**src/rtl/clkdiv_pkg.sv**
```systemverilog
// Shared types and defaults for the programmable clock divider.
package clkdiv_pkg;

  typedef enum logic {
    MODE_TOGGLE = 1'b0,
    MODE_PULSE  = 1'b1
  } mode_e;

  localparam int DEF_CW      = 16;
  localparam int DEF_DIV_VAL = 4;

endpackage

```
**src/rtl/clkdiv_channel.sv**
```systemverilog
// One divider channel: up-counter with terminal compare, active/pending divisor,
// latched mode and a registered output.
module clkdiv_channel
  import clkdiv_pkg::*;
#(
  parameter int CW      = DEF_CW,
  parameter int DEF_DIV = DEF_DIV_VAL
) (
  input  logic          clk,
  input  logic          rst,
  input  logic          en,
  input  logic          sync,
  input  logic          wr,
  input  logic [CW-1:0] wr_val,
  input  logic          mode_in,
  output logic          clk_out,
  output logic          pend
);

  logic [CW-1:0] cnt;
  logic [CW-1:0] div;
  logic [CW-1:0] pdiv;
  logic          pend_q;
  logic          out_q;
  mode_e         mode_q;
  mode_e         mode_nxt;
  logic          term;

  assign term     = (cnt >= div);
  assign mode_nxt = mode_e'(mode_in);

  always_ff @(posedge clk or posedge rst) begin
    if (rst) begin
      cnt    <= '0;
      div    <= CW'(DEF_DIV);
      pdiv   <= CW'(DEF_DIV);
      pend_q <= 1'b0;
      out_q  <= 1'b0;
      mode_q <= MODE_TOGGLE;
    end else if (sync) begin
      cnt    <= '0;
      out_q  <= 1'b0;
      pend_q <= 1'b0;
      mode_q <= mode_nxt;
      if (wr) begin
        div  <= wr_val;
        pdiv <= wr_val;
      end else if (pend_q) begin
        div <= pdiv;
      end
    end else begin
      if (wr) pdiv <= wr_val;
      if (en && term) begin
        cnt    <= '0;
        mode_q <= mode_nxt;
        pend_q <= 1'b0;
        if (wr)          div <= wr_val;
        else if (pend_q) div <= pdiv;
        // Entering PULSE from TOGGLE parks the output low for one period.
        if (mode_nxt == MODE_TOGGLE) out_q <= ~out_q;
        else                         out_q <= (mode_q == MODE_PULSE);
      end else begin
        if (wr) pend_q <= 1'b1;
        if (en) begin
          cnt <= cnt + CW'(1);
          if (mode_q == MODE_PULSE) out_q <= 1'b0;
        end
      end
    end
  end

  assign clk_out = out_q;
  assign pend    = pend_q;

endmodule

```
**src/rtl/prog_clock_divider.sv**
```systemverilog
// Multi-channel programmable clock divider: decodes divisor writes to
// per-channel strobes and instantiates one clkdiv_channel per output.
module prog_clock_divider
  import clkdiv_pkg::*;
#(
  parameter int NCH     = 4,
  parameter int CW      = DEF_CW,
  parameter int DEF_DIV = DEF_DIV_VAL,
  localparam int CHW    = (NCH > 1) ? $clog2(NCH) : 1
) (
  input  logic           clk,
  input  logic           rst,
  input  logic           en,
  input  logic           sync,
  input  logic           div_wr,
  input  logic [CHW-1:0] div_ch,
  input  logic [CW-1:0]  div_val,
  input  logic [NCH-1:0] mode_in,
  output logic [NCH-1:0] clk_out,
  output logic [NCH-1:0] pend
);

  logic [NCH-1:0] wr_sel;

  // Channel numbers at or above NCH match no strobe and are dropped.
  genvar i;
  generate
    for (i = 0; i < NCH; i++) begin : g_ch
      assign wr_sel[i] = div_wr && (div_ch == CHW'(i));

      clkdiv_channel #(
        .CW      (CW),
        .DEF_DIV (DEF_DIV)
      ) u_ch (
        .clk     (clk),
        .rst     (rst),
        .en      (en),
        .sync    (sync),
        .wr      (wr_sel[i]),
        .wr_val  (div_val),
        .mode_in (mode_in[i]),
        .clk_out (clk_out[i]),
        .pend    (pend[i])
      );
    end
  endgenerate

endmodule

```
**config.mk**
```make
export PLATFORM = sky130hd
export DESIGN_NAME = prog_clock_divider
export DESIGN_NICKNAME = d
export VERILOG_FILES = /design/src/rtl/clkdiv_pkg.sv /design/src/rtl/clkdiv_channel.sv /design/src/rtl/prog_clock_divider.sv
export SDC_FILE = /design/constraint.sdc
export NUM_CORES = 1
export LEC_CHECK = 0
export BUFFER_PORTS_ARGS = -buffer_cell sky130_fd_sc_hd__buf_2
export CAP_MARGIN = 20
export CORE_MARGIN = 3
export CORE_UTILIZATION = 47
export CTS_CLUSTER_DIAMETER = 200
export CTS_CLUSTER_SIZE = 25
export DETAILED_ROUTE_END_ITERATION = 16
export PLACE_DENSITY = 0.73
export SYNTH_ARGS = -nofsm -noshare
export SYNTH_HDL_FRONTEND = slang
export SYNTH_SLANG_ARGS = --single-unit
```
**constraint.sdc**
```tcl
create_clock -name clk -period 7.3 [get_ports clk]
set_input_delay 1.46 -clock clk [delete_from_list [all_inputs] [get_ports clk]]
set_output_delay 1.46 -clock clk [all_outputs]
set_load 0.005 [all_outputs]
```
==> results.sh <==
export IMPL_drv_slew=0
export IMPL_final_antenna_net_count=0
export IMPL_cts_root_buf="clkbuf_16"
export IMPL_slew_limit_headroom_pct=39.0
export IMPL_r2r_cells=8
export IMPL_setup_tns_ns=0
export IMPL_syn_area_mm2=0.0102
export IMPL_ys_types=66
export IMPL_cts_resized=0
export IMPL_htreeDepth=1
export IMPL_synth_seq_cells=204
export IMPL_fp_row_count=53
export IMPL_drtIter0Drc=354
export IMPL_grt_pass1_wl_um=34900
export IMPL_via_per_inst=5.45
export IMPL_diodes=0
export IMPL_numPortBuffers=34
export IMPL_ys_async_sr_fraction_pct=100
export IMPL_clockBufferDepth=3
export IMPL_die_height_um=153
export IMPL_synthTopCellsByCount="dfrtp_1, nor2_1, mux2_2, inv_1, nand2_1"
export IMPL_max_freq_mhz=300
export IMPL_p_sw_w=0.000786
export IMPL_crit_type="primary input to flip-flop"
export IMPL_hold_start="g_ch[3].u_ch.pdiv[9]"
export IMPL_peakVddDrop_v=0.000244
export IMPL_cp_required_ns=7.66
export IMPL_drc=0
export IMPL_grt_pass1_vias=6592
export IMPL_regArea_mm2=0.00511
export IMPL_r2r_slack_ns=4.38
export IMPL_dp_hpwl_um=14500
export IMPL_nFillCells=1875
export IMPL_rsz0062_at_grt="no"
export IMPL_multi_input_area_mm2=0.00464
export IMPL_tightest_slew_ns=0.915
export IMPL_cts_hold_buffers_added=0
export IMPL_p_int_w=0.00198
export IMPL_via_count=6619
export IMPL_clock_latency_ns=0.47
export IMPL_antenna_found_initial=0
export IMPL_crit_end="g_ch[3].u_ch.cnt[15]"
export IMPL_r2r_start="g_ch[2].u_ch.cnt[0]"
export IMPL_tritoncts="yes"
export IMPL_p_clk_share_pct=26.1
export IMPL_die_area_mm2=0.0235
export IMPL_crit_arrival_ns=3.69
export IMPL_skew_ns=0.0252
export IMPL_reg2reg_to="g_ch[2].u_ch.div[12]"
export IMPL_syn2layout_area_growth_pct=7.57
export IMPL_synth_nets=1004
export IMPL_setup_viol=0
export IMPL_pre_cts_slack_ns=3.45
export IMPL_yosysTopAreaCellShare_pct=48.0
export IMPL_p_per_area_mw_per_mm2=252
export IMPL_ios=35
export IMPL_worstHoldPathType="flip-flop to flip-flop"
export IMPL_grt_use_total_pct=18.1
export IMPL_grt_start_max_net_pins=136
export IMPL_synthTopCellsByArea="dfrtp_1, mux2_2, ha_1"
export IMPL_critPathLaunchType="primary input"
export IMPL_maxCapViolCount=0
export IMPL_ys_seq_area_share_pct=50.1
export IMPL_p_comb_share_pct=21.6
export IMPL_p_leak_nw=5.09
export IMPL_yosysTopAreaCell="dfrtp_1"
export IMPL_syn_inst=909
export IMPL_drive_above_1_share_pct=19.6
export IMPL_dr_pass1_iters=5
export IMPL_finalCriticalPeriod_ns=3.34
export IMPL_die_width_um=153
export IMPL_finalCritPeriodShare_pct=45.7
export IMPL_post_cts_buffers=0
export IMPL_cts_sinks=204
export IMPL_nets=1029
export IMPL_wl_um=21100
export IMPL_crit_path_end_kind="flip-flop"
export IMPL_syn_area_per_cell_um2=11.2
export IMPL_start_util_pct=48.1
export IMPL_switching_share_pct=28.4
export IMPL_core_area_mm2=0.0212
export IMPL_timing_final_ws_setup_ns=3.96
export IMPL_status="finished, final reports clean"
export IMPL_gp_congestion=0.816
export IMPL_grt_overflow_total=0
export IMPL_dominantRegCellSynth="dfrtp_1"
export IMPL_wl_per_cell_um=17.4
export IMPL_seq_power_share_pct=52.3
export IMPL_cts_made_buffers=12
export IMPL_final_hold_viol_count=0
export IMPL_critPathLaunch="sync"
export IMPL_clk_pin_slew_ns=0.10
export IMPL_crit_fanout=24
export IMPL_synth_edf_count=0
export IMPL_synth_most_common_cell="dfrtp_1"
export IMPL_yosys_warnings=0
-- power by group through the flow --
stage / sequential, W / combinational, W / clock [W]
finish: 0.00145 / 0.000598 / 0.000723
global route: 0.00147 / 0.000679 / 0.000780
CTS: 0.00145 / 0.000605 / 0.000741
detailed placement: 0.00147 / 0.000598 / 0
global placement: 0.00146 / 0.000574 / 0
floorplan: 0.00144 / 0.000475 / 0
-- layout make-up --
cell class              instances  area share [%]
clock buffers                  18            3.13
clock inverters                 1           0.273
inverters                      74            2.60
multi-input cells             601            42.2
flip-flops and latches        204            46.5
well taps                     275            3.13
repair buffers                 41            2.09
-- metal layers --
metal	GRT usage (%)	vias up	routed length [um]
li1	-	3182	-
met1	25.9	3283	9910
met2	30.0	130	9940
met3	2.04	24	839
met4	3.83	0	418
met5	0	-	0
-- worst max-delay path, stage by stage --
cell and delay (ns):
buf_2 0.45, nor2_1 0.30, buf_4 0.26, or3_1 0.40
nor4_1 0.46, nand3_1 0.15, xor2_1 0.15, nor2_1 0.05
-- state kept, by name, summed over array words and instances, names as in the netlist --
register	count
g_ch.u_ch.pdiv	64
g_ch.u_ch.pend	4
g_ch.u_ch.cnt	64
g_ch.u_ch.clk_out	4
g_ch.u_ch.div	64
g_ch.u_ch.mode_q	4
-- worst min-delay path by stage --
| stage | end | slack (ns) | depth (start not counted) |
|---|---|---|---|
| after CTS | g_ch[3].u_ch.pdiv[6] | 0.50 | 1 |
| after global placement | g_ch[3].u_ch.pdiv[0] | 0.47 | 1 |
| after detailed placement | g_ch[3].u_ch.pdiv[9] | 0.48 | 1 |
| after floorplan | g_ch[3].u_ch.div[1] | 0.46 | 1 |
| final | g_ch[3].u_ch.pdiv[9] | 0.50 | 1 |
| after global routing | g_ch[1].u_ch.pdiv[7] | 0.51 | 1 |
-- cell families after synthesis --
kind of cell,synth area share (%)
and+or+nand+nor,12.1
buffers and inverters,4.62
AOI/OAI and AO/OA,7.04
muxes,13.7
DFF,50.1
adders and majority gates,8.33
xor gates and xnor gates,4.12
-- per-stage QoR --
step | area, um2 | power (W) | hold WS, ns | utilization [%] | instances
after floorplan | 10200 | 0.00191 | 0.464 | - | 909
after global placement | 10600 | 0.00203 | 0.474 | 50.0 | 1194
after detailed placement | 10600 | 0.00207 | 0.478 | 50.0 | 1194
after CTS | 11000 | 0.00280 | 0.502 | 51.7 | 1213
after global routing | 11000 | 0.00293 | 0.515 | 51.8 | 1214
final | 11000 | 0.00277 | 0.498 | 51.8 | 1214
-- layout by cell type, fill, tap and decap left out, types with 4 or more instances in the layout --
master / n
a21o_1: 4
a21oi_1: 28
a31oi_1: 8
and3_1: 4
buf_2: 34
buf_4: 6
clkbuf_1: 5
clkbuf_16: 13
dfrtp_1: 196
dfstp_2: 8
ha_1: 68
inv_1: 73
mux2_1: 10
mux2_2: 84
mux2_4: 21
nand2_1: 73
nand2b_1: 8
nand3_1: 20
nand4_1: 24
nor2_1: 86
nor2b_1: 5
nor3_1: 11
nor4_1: 7
o21a_1: 4
o21ai_0: 30
o21ai_1: 4
or3_1: 5
xnor2_1: 24
xor2_1: 24
Power figures use the tool's default switching activity.
